**config.mk**
```make
export PLATFORM = sky130hd
export DESIGN_NAME = load_store_unit
export DESIGN_NICKNAME = d
export VERILOG_FILES = /design/src/rtl/load_store_unit.sv
export SDC_FILE = /design/constraint.sdc
export NUM_CORES = 1
export LEC_CHECK = 0
export ABC_CLOCK_PERIOD_IN_PS = 2700
export BUFFER_PORTS_ARGS = -buffer_cell sky130_fd_sc_hd__buf_2
export CORE_MARGIN = 10
export CORE_UTILIZATION = 47
export DETAILED_ROUTE_END_ITERATION = 7
export HOLD_SLACK_MARGIN = 0.02
export MAX_ROUTING_LAYER = met4
export PLACE_DENSITY = 0.75
export SLEW_MARGIN = 15
export SYNTH_ARGS = -nofsm -noshare
export SYNTH_HDL_FRONTEND = slang
export SYNTH_SLANG_ARGS = --single-unit
```
**constraint.sdc**
```tcl
create_clock -name clk -period 2.7 [get_ports clk]
set_clock_uncertainty 0.2 [all_clocks]
set_input_delay 0.135 -clock clk [delete_from_list [all_inputs] [get_ports clk]]
set_output_delay 0.135 -clock clk [all_outputs]
set_load 0.01 [all_outputs]
```
**src/rtl/load_store_unit.sv**
```systemverilog
// ============================================================================
//  Module   : load_store_unit
//  Purpose  : Turns byte/half/word core accesses into aligned word-wide memory
//             transactions with byte enables, and returns extended load data.
//             The optional BUSY timeout is enabled by defining LSU_TIMEOUT_EN.
//  Revision : 1.0 - initial release
// ============================================================================
`default_nettype none

module load_store_unit #(
  parameter int WORD_SIZE      = 32,
  parameter int TIMEOUT_CYCLES = 16
) (
  input  logic                 clk,
  input  logic                 rst,
  input  logic                 req_valid,
  output logic                 req_ready,
  input  logic                 req_we,
  input  logic [1:0]           req_size,
  input  logic                 req_unsigned,
  input  logic [WORD_SIZE-1:0] req_addr,
  input  logic [WORD_SIZE-1:0] req_wdata,
  output logic                 resp_valid,
  output logic [WORD_SIZE-1:0] resp_rdata,
  output logic                 resp_error,
  output logic                 mem_req,
  output logic                 mem_we,
  output logic [WORD_SIZE-1:0] mem_addr,
  output logic [3:0]           mem_be,
  output logic [WORD_SIZE-1:0] mem_wdata,
  input  logic                 mem_ack,
  input  logic [WORD_SIZE-1:0] mem_rdata
);

  localparam logic [1:0] IDLE = 2'd0;
  localparam logic [1:0] BUSY = 2'd1;
  localparam logic [1:0] RESP = 2'd2;

  localparam logic [1:0] SZ_BYTE = 2'b00;
  localparam logic [1:0] SZ_HALF = 2'b01;
  localparam logic [1:0] SZ_WORD = 2'b10;

  if (WORD_SIZE != 32 || TIMEOUT_CYCLES < 1) begin : g_param_check
    $error("load_store_unit: WORD_SIZE must be 32 and TIMEOUT_CYCLES >= 1");
  end

  logic [1:0]           state;
  logic [1:0]           size_q;
  logic [1:0]           off_q;
  logic                 unsigned_q;
  logic                 we_q;

  logic                 legal;
  logic [3:0]           be_calc;
  logic [WORD_SIZE-1:0] wdata_calc;
  logic [WORD_SIZE-1:0] shifted;
  logic [WORD_SIZE-1:0] load_data;
  logic                 timeout_hit;

  assign req_ready = (state == IDLE) && !rst;

  always_comb begin
    legal      = 1'b0;
    be_calc    = 4'b0000;
    wdata_calc = '0;
    case (req_size)
      SZ_BYTE: begin
        legal      = 1'b1;
        be_calc    = 4'b0001 << req_addr[1:0];
        wdata_calc = {4{req_wdata[7:0]}};
      end
      SZ_HALF: begin
        legal      = !req_addr[0];
        be_calc    = 4'b0011 << req_addr[1:0];
        wdata_calc = {2{req_wdata[15:0]}};
      end
      SZ_WORD: begin
        legal      = (req_addr[1:0] == 2'b00);
        be_calc    = 4'b1111;
        wdata_calc = req_wdata;
      end
      default: legal = 1'b0;
    endcase
  end

  // Extraction uses the offset/size captured at accept, not the live request.
  always_comb begin
    shifted   = mem_rdata >> {off_q, 3'b000};
    load_data = shifted;
    case (size_q)
      SZ_BYTE: load_data = {{24{shifted[7] & ~unsigned_q}}, shifted[7:0]};
      SZ_HALF: load_data = {{16{shifted[15] & ~unsigned_q}}, shifted[15:0]};
      default: load_data = shifted;
    endcase
  end

`ifdef LSU_TIMEOUT_EN
  logic [$clog2(TIMEOUT_CYCLES+1)-1:0] cnt;

  // Fires on the BUSY cycle whose un-acked edge brings the count to the limit.
  assign timeout_hit = !mem_ack && (cnt == TIMEOUT_CYCLES[$clog2(TIMEOUT_CYCLES+1)-1:0] - 1'b1);

  always_ff @(posedge clk) begin
    if (rst || state != BUSY) begin
      cnt <= '0;
    end else if (!mem_ack) begin
      cnt <= cnt + 1'b1;
    end
  end
`else
  assign timeout_hit = 1'b0;
`endif

  always_ff @(posedge clk) begin
    if (rst) begin
      state      <= IDLE;
      size_q     <= 2'b00;
      off_q      <= 2'b00;
      unsigned_q <= 1'b0;
      we_q       <= 1'b0;
      mem_req    <= 1'b0;
      mem_we     <= 1'b0;
      mem_addr   <= '0;
      mem_be     <= 4'b0000;
      mem_wdata  <= '0;
      resp_valid <= 1'b0;
      resp_rdata <= '0;
      resp_error <= 1'b0;
    end else begin
      resp_valid <= 1'b0;
      case (state)
        IDLE: begin
          if (req_valid) begin
            size_q     <= req_size;
            off_q      <= req_addr[1:0];
            unsigned_q <= req_unsigned;
            we_q       <= req_we;
            if (legal) begin
              state     <= BUSY;
              mem_req   <= 1'b1;
              mem_we    <= req_we;
              mem_addr  <= {req_addr[WORD_SIZE-1:2], 2'b00};
              mem_be    <= be_calc;
              mem_wdata <= wdata_calc;
            end else begin
              state      <= RESP;
              resp_valid <= 1'b1;
              resp_error <= 1'b1;
              resp_rdata <= '0;
            end
          end
        end
        BUSY: begin
          if (mem_ack || timeout_hit) begin
            state      <= RESP;
            mem_req    <= 1'b0;
            mem_we     <= 1'b0;
            mem_be     <= 4'b0000;
            resp_valid <= 1'b1;
            resp_error <= !mem_ack;
            resp_rdata <= (mem_ack && !we_q) ? load_data : '0;
          end
        end
        RESP: state <= IDLE;
        default: state <= IDLE;
      endcase
    end
  end

endmodule

`default_nettype wire
```
==> summary.md, run 1 <==
| Metric | Value |
|---|---|
| Initial detailed-routing violation count | `around 340` |
| Worst rel slew slack | `0.5390` |
| Initial antenna violation count | `2` |
| Tot GR Track Use | `0.2444` |
| Starting Density | `0.4869` |
| Synth Flop Type | `dfxtp_1` |
| Core Footprint | `roughly 10000 um2` |
| Layout cell share with drive strength beyond 1 | `0.3043` |
| Die Y | `120.9 um` |
| Hold Fails Final Rpt | `0` |
| Vias in the first global route | `about 5400` |
| Status | `finished clean` |
| Total Negative Setup Slacks | `0 ps` |
| Post-CTS sizing | `0` |
| CP Capture Type | `flop` |
| Buffers on Ports | `around 210` |
| Gate power share | `0.212` |
| Hold crit path type | `input port to flop` |
| Worst Path Max Fanout | `18` |
| Sequential group share of total power | `0.483` |
| Maximum clock rate | `~430 MHz` |
| CTS tree | `built` |
| Unrepaired setup endpoints after global routing | `no` |
| Via density | `approximately 5.5` |
| Required @ worst endpoint | `~2700 ps` |
| RePlAce Congestion | `0.9061` |
| EDFF count, synth | `0` |
| CTS buffer count | `9` |
| Routed wire length per instance | `18.83 um` |
| Internal power | `between 2000 and 3000 uW` |
| Hold WS | `8.092 ps` |
| Synth warnings | `0` |
| Die Wd | `between 100 and 150 um` |
| H-tree depth | `3` |
| Vias post-DR | `around 5300` |
| Synth unique cells | `48` |
| Site row count | `36` |
| Sequential share of the synthesized area | `0.4606` |
| Global-route wire length before repair | `~28 mm` |
| Root Driver | `clkbuf_8` |
| Pwr/cell area | `519.0 nW/um2` |
| Final worst path period share | `0.8670` |
| Clock Latency Late Sink | `370 ps` |
| Post-synthesis sequential element count | `110` |
| Least-Margin Pin Slew | `689.7 ps` |
| Total Routed Length | `roughly 18 mm` |
| Largest net degree at the start of global routing | `63` |
| Mapped Cells | `between 500 and 600` |
| CP arrival | `2380 ps` |
| Final nets | `around 930` |
| Worst vdd ir | `between 0.0003 and 0.0004 V` |
| Final slew viol count | `0` |
| DRT Pass-1 Iters | `5` |
| Layout area overhead | `46.72%` |
| Post-route ant nets | `0` |
| Async set-reset flop share out of synthesis | `0` |
| Net Sw Frac | `0.2781` |
| Ports | `approximately 210` |
| Net Switching | `1012 uW` |
| Critical Path Source Type | `input port` |
| Synth Cell Area | `4781 um2` |
| Clk pwr share | `0.305` |
| # DRC | `0` |
| Clk slew on worst S/H paths | `100 ps` |
| Final setup viols | `0` |
| Die area | `14610 um2` |
| Fin crit period | `about 2300 ps` |
| Clk sinks | `110` |
| Dpl hpwl | `about 12 mm` |
| Crit Path Class | `input port to flop` |
| GR Overflow Total | `0` |
| Avg Cell Area, Syn | `about 8.7 um2` |
| Pleak | `0.003050 uW` |
| Total chip power | `roughly 3600 uW` |
| Max-cap viol count | `0` |
| Clock buffer depth | `2` |
-- sequential cells by signal (all words and copies together), names as in the netlist, 2 cells and up --
name        cells
mem_addr       30
mem_be          4
mem_wdata      32
off_q           2
resp_rdata     32
size_q          2
state           2
-- layer usage --
layer,global-route usage,vias to the layer above,share of wire
met5,-,-,0
met2,0.3993,278,0.48
met3,0.07073,64,0.086
met1,0.2679,2509,0.39
met4,0.1184,0,0.039
li1,-,2498,-
-- through the flow --
stage	std cells	setup slack, ps	util	cell area [um2]
5_1_grt	963	254.7	0.7141	7012
3_3_place_gp	852	672.0	0.5953	5846
6_report	964	359.2	0.7143	7014
2_1_floorplan	550	845.0	-	4785
3_5_place_dp	852	542.3	0.5953	5846
4_1_cts	960	411.4	0.7128	6999
-- placed cells by master (no fill, tap or decap), types with 3 or more instances in the layout --
cell type,netlist,final
nor2b_1,3,3
a21oi_1,79,79
a22oi_1,16,16
a221oi_1,8,8
dfxtp_1,110,110
mux2_2,7,7
o21ai_0,5,5
nor2_1,45,45
o32ai_1,4,4
dlygate4sd3_1,0,93
nor3_1,28,28
or2_2,3,3
buf_2,11,206
clkbuf_8,0,11
o2bb2ai_1,22,22
inv_1,4,4
nand2_1,90,90
buf_4,6,9
a211oi_1,16,16
mux2i_1,28,28
nand2b_1,4,4
diode_2,0,3
-- cells in the mapped netlist (2+ instances only) --
| cell | n | area [um2] |
|---|---|---|
| buf_4 | 6 | 45.04 |
| a21oi_1 | 79 | 395.4 |
| nor2_1 | 45 | 168.9 |
| a221oi_1 | 8 | 70.07 |
| nor3_1 | 28 | 140.1 |
| o32ai_1 | 4 | 35.03 |
| clkbuf_1 | 20 | 75.07 |
| o21ai_0 | 5 | 25.02 |
| nor3_2 | 2 | 20.02 |
| nand2b_1 | 4 | 25.02 |
| nand2_1 | 90 | 337.8 |
| dfxtp_1 | 110 | 2202 |
| a22oi_1 | 16 | 120.1 |
| o2bb2ai_1 | 22 | 192.7 |
| a211oi_1 | 16 | 120.1 |
| nor3b_2 | 2 | 25.02 |
| a21boi_0 | 2 | 15.01 |
| buf_6 | 4 | 45.04 |
| o211ai_1 | 2 | 15.01 |
| inv_1 | 4 | 15.01 |
| buf_2 | 11 | 55.05 |
| mux2_2 | 7 | 78.83 |
| or2_2 | 3 | 18.77 |
| nor2b_1 | 3 | 18.77 |
| xor2_1 | 2 | 17.52 |
| buf_1 | 5 | 18.77 |
| mux2i_1 | 28 | 280.3 |
-- final cells by class --
type / count / area [um2]
Clock buffer: 12 / 155.1
Antenna cell: 3 / 7.507
Timing Repair Buffer: 310 / 2069
Clock inverter: 3 / 67.56
Fill cell: 728 / 2805
Multi-Input combinational cell: 388 / 2327
Tap cell: 133 / 166.4
Sequential cell: 110 / 2202
Inverter: 5 / 18.77
-- path summary, 6_finish.rpt --
kind / to / start / slack (ps) / cells past startpoint
worst max register to register: resp_rdata[1] / off_q[0] / 440 / 6
worst min-delay path: resp_rdata[2] / mem_rdata[10] / 8 / 5
worst max-delay path: mem_req / req_size[0] / 360 / 6
worst min register to register: mem_addr[12] / mem_addr[12] / 260 / 2
-- critical path: stages --
cell	delay, ps
dlygate4sd3_1	530
buf_2	280
a21oi_1	500
o21ai_0	260
a21oi_1	490
o21ai_0	180
-- power by group through the flow --
stage / sequential, uW / clock (uW) / combinational, uW
finish: 1760 / 1110 / 771
detailed placement: 1790 / 0 / 638
CTS: 1760 / 1120 / 747
global route: 1770 / 1180 / 835
floorplan: 1820 / 0 / 356
global placement: 1790 / 0 / 621
-- cell families after synthesis --
group,synth area share
simple gates,0.1772
flops,0.4606
xor+xnor,0.003665
mux,0.07982
compound gates,0.2230
other cells,0.0007844
buf+inv,0.05495
-- what timing repair did --
| action | CTS | global route |
|---|---|---|
| hold buffers | 93 | 0 |
| hold endpoints to repair | 98 | 0 |
| buffers inserted | 0 | 0 |
| endpoints found under the setup margin | 0 | 0 |
No activity file was read; power rests on OpenSTA's default activity.
==> run 2, diff against run 1 <==
- CORE_MARGIN: 10 -> 2
- RECOVER_POWER: unset -> 100
==> summary.md, run 2 (same netlist as run 1, synthesis figures left out) <==
| Metric | Value |
|---|---|
| Pre-CTS WS | `522.8 ps (was 542.3 ps)` |
| Hold crit path type | `input port to flop (unchanged)` |
| Final worst path period share | `0.8871 (was 0.8670)` |
| Crit Path Class | `flop to flop (was input port to flop)` |
| Largest net degree at the start of global routing | `63 (unchanged)` |
| Total chip power | `3524 uW (was 3641 uW)` |
| Worst Path Max Fanout | `62 (was 18)` |
| Least-Margin Pin Slew | `1146 ps (was 689.7 ps)` |
| Post-route ant nets | `0 (unchanged)` |
| Buffers on Ports | `206 (unchanged)` |
| Clock Latency Late Sink | `360 ps (was 370 ps)` |
| Clk sinks | `110 (unchanged)` |
| Unrepaired setup endpoints after global routing | `no (unchanged)` |
| Final setup viols | `0 (unchanged)` |
| Status | `finished clean (unchanged)` |
| CTS buffer count | `9 (unchanged)` |
| Maximum clock rate | `417.5 MHz (was 427.2 MHz)` |
| Setup Fix Bufs, Post-CTS | `0 (unchanged)` |
| Multi-input logic area | `2327 um2 (unchanged)` |
| Ports | `209 (unchanged)` |
| Total Routed Length | `15.83 mm (was 18.15 mm)` |
| Root Driver | `clkbuf_8 (unchanged)` |
| Layout area overhead | `43.63% (was 46.72%)` |
| Top flop regs | `mem_wdata (32), resp_rdata (32), mem_addr (30) (unchanged)` |
| Vias in the first global route | `5228 (was 5449)` |
| Layout cell share with drive strength beyond 1 | `0.1793 (was 0.3043)` |
| Hold Fails Final Rpt | `0 (unchanged)` |
| RePlAce Congestion | `0.9031 (was 0.9061)` |
| Routed wire length per instance | `16.40 um (was 18.83 um)` |
| Required @ worst endpoint | `2770 ps (was 2740 ps)` |
| CP Capture Type | `flop (unchanged)` |
| Worst R2R Setup Slack | `300 ps (was 440 ps)` |
| Max-cap viol count | `0 (unchanged)` |
| Hold Crit Depth | `4 (was 5)` |
| Dpl hpwl | `9.829 mm (was 11.69 mm)` |
| Crit-path cells | `or3b_1 > a21oi_4 > clkbuf_4 > nor2_1 > nor3_1 (was dlygate4sd3_1 > buf_2 > a21oi_1 > o21ai_0 > a21oi_1 > o21ai_0)` |
| Die Wd | `104.9 um (was 120.9 um)` |
| Pleak | `0.002617 uW (was 0.003050 uW)` |
| Fin crit period | `2395 ps (was 2341 ps)` |
| Starting Density | `0.4869 (unchanged)` |
| Global-route wire length before repair | `25.42 mm (was 28.19 mm)` |
| Hold WS | `50.53 ps (was 8.092 ps)` |
| Final slew viol count | `0 (unchanged)` |
| Core Footprint | `9819 um2 (unchanged)` |
| Worst R2R Path Depth | `5 (was 6)` |
| Hold_sp | `req_valid (was mem_rdata[10])` |
| GR Overflow Total | `0 (unchanged)` |
| Capture point of the worst reg-to-reg path | `mem_wdata[23] (was resp_rdata[1])` |
| Most common cell after layout, fill and taps aside | `dfxtp_1 (was buf_2)` |
| Worst rel slew slack | `0.2328 (was 0.5390)` |
| Via density | `5.473 (was 5.549)` |
| Initial detailed-routing violation count | `297 (was 335)` |
| Design Area, Final | `6867 um2 (was 7014 um2)` |
| Worst Path Buf+Inv | `1 (was 2)` |
| CP peak stage delay | `580 ps (was 530 ps)` |
| DRT Pass-1 Iters | `5 (unchanged)` |
| Vias post-DR | `5281 (was 5349)` |
| H-tree depth | `3 (unchanged)` |
| Tot GR Track Use | `0.2929 (was 0.2444)` |
| Die area | `10990 um2 (was 14610 um2)` |
| Total Negative Setup Slacks | `0 ps (unchanged)` |
| Die Y | `104.9 um (was 120.9 um)` |
| Initial antenna violation count | `1 (was 2)` |
| FF+latch area | `2202 um2 (unchanged)` |
| Pwr/cell area | `513.2 nW/um2 (was 519.0 nW/um2)` |
| Final Worst Setup Slack | `304.8 ps (was 359.2 ps)` |
| Clock buffer depth | `2 (unchanged)` |
| # DRC | `0 (unchanged)` |
| Most frequent cells in the layout | `dfxtp_1 (110), clkbuf_1 (105), buf_2 (103) (was buf_2 (206), dfxtp_1 (110), dlygate4sd3_1 (93))` |
| CP arrival | `2470 ps (was 2380 ps)` |
| CP max stage cell | `clkbuf_4 (was dlygate4sd3_1)` |
| CTS tree | `built (unchanged)` |
| Placed instance area | `5853 um2 (was 5846 um2)` |
| Crit Reg-Reg Startpoint | `state[1] (was off_q[0])` |
| Critical Path Source Type | `flop (was input port)` |
| Hold Path Sink | `state[1] (was resp_rdata[2])` |
| Clk slew on worst S/H paths | `90 ps (was 100 ps)` |
| Worst vdd ir | `0.0002843 V (was 0.0003221 V)` |
| Layout fillers | `802 (was 728)` |
| Site row count | `36 (unchanged)` |
| Final nets | `930 (was 928)` |
| Largest delay share family, worst path | `simple AND/OR/NAND/NOR gates (was compound AO/OA/AOI/OAI gates)` |
## run 2: final cells by class
cell class | count | area share
multi-input combinational | 388 | 0.3389
sequential | 110 | 0.3207
timing repair buffer | 312 | 0.2826
tap | 133 | 0.02423
clock buffer | 11 | 0.02205
clock inverter | 5 | 0.008382
inverter | 5 | 0.002733
antenna | 1 | 0.0003644
## run 2: what timing repair did
item / CTS / global route
hold buffers: 95 / 0
endpoints found under the hold margin: 99 / 0
gates resized for setup: 0 / 0
## run 2: worst reg2reg max path: cells and delay by family (launching register included)
kind / cells / cell delay [ps]
compound gates: 1 / 170
buf+inv: 1 / 580
flops: 1 / 390
simple gates: 3 / 960
## run 2: worst max-delay path by stage
stage / startpoint / endpoint / slack [ps] / cells past startpoint
after floorplan: state[0] / resp_rdata[10] / 850 / 7
after global placement: size_q[0] / resp_rdata[21] / 680 / 4
after detailed placement: size_q[0] / resp_rdata[20] / 520 / 4
after CTS: off_q[0] / resp_rdata[1] / 430 / 6
after global routing: req_size[1] / resp_rdata[7] / 140 / 7
final: state[1] / mem_wdata[23] / 300 / 5
## run 2: per-layer routing
| layer | share of wire | vias to the layer above | global-route usage |
|---|---|---|---|
| met2 | 0.49 | 268 | 0.4828 |
| met3 | 0.072 | 58 | 0.05864 |
| met1 | 0.39 | 2457 | 0.3396 |
| met4 | 0.043 | 0 | 0.1467 |
| met5 | 0 | - | - |
| li1 | - | 2498 | - |
## run 2: metrics by stage
stage | utilization | std cells
finish | 0.6993 | 965
global route | 0.6993 | 965
CTS | 0.7142 | 964
detailed placement | 0.5961 | 853
global placement | 0.5961 | 853
floorplan | - | 550
## run 2: report_power, final
| group | internal (uW) | total [uW] | switching, uW | leakage (uW) |
|---|---|---|---|---|
| registers | 1710 | 1760 | 54.0 | 0.000896 |
| logic | 330 | 737 | 407 | 0.00161 |
| clock network | 480 | 1030 | 545 | 0.000109 |
| total | 2520 | 3520 | 1010 | 0.00262 |
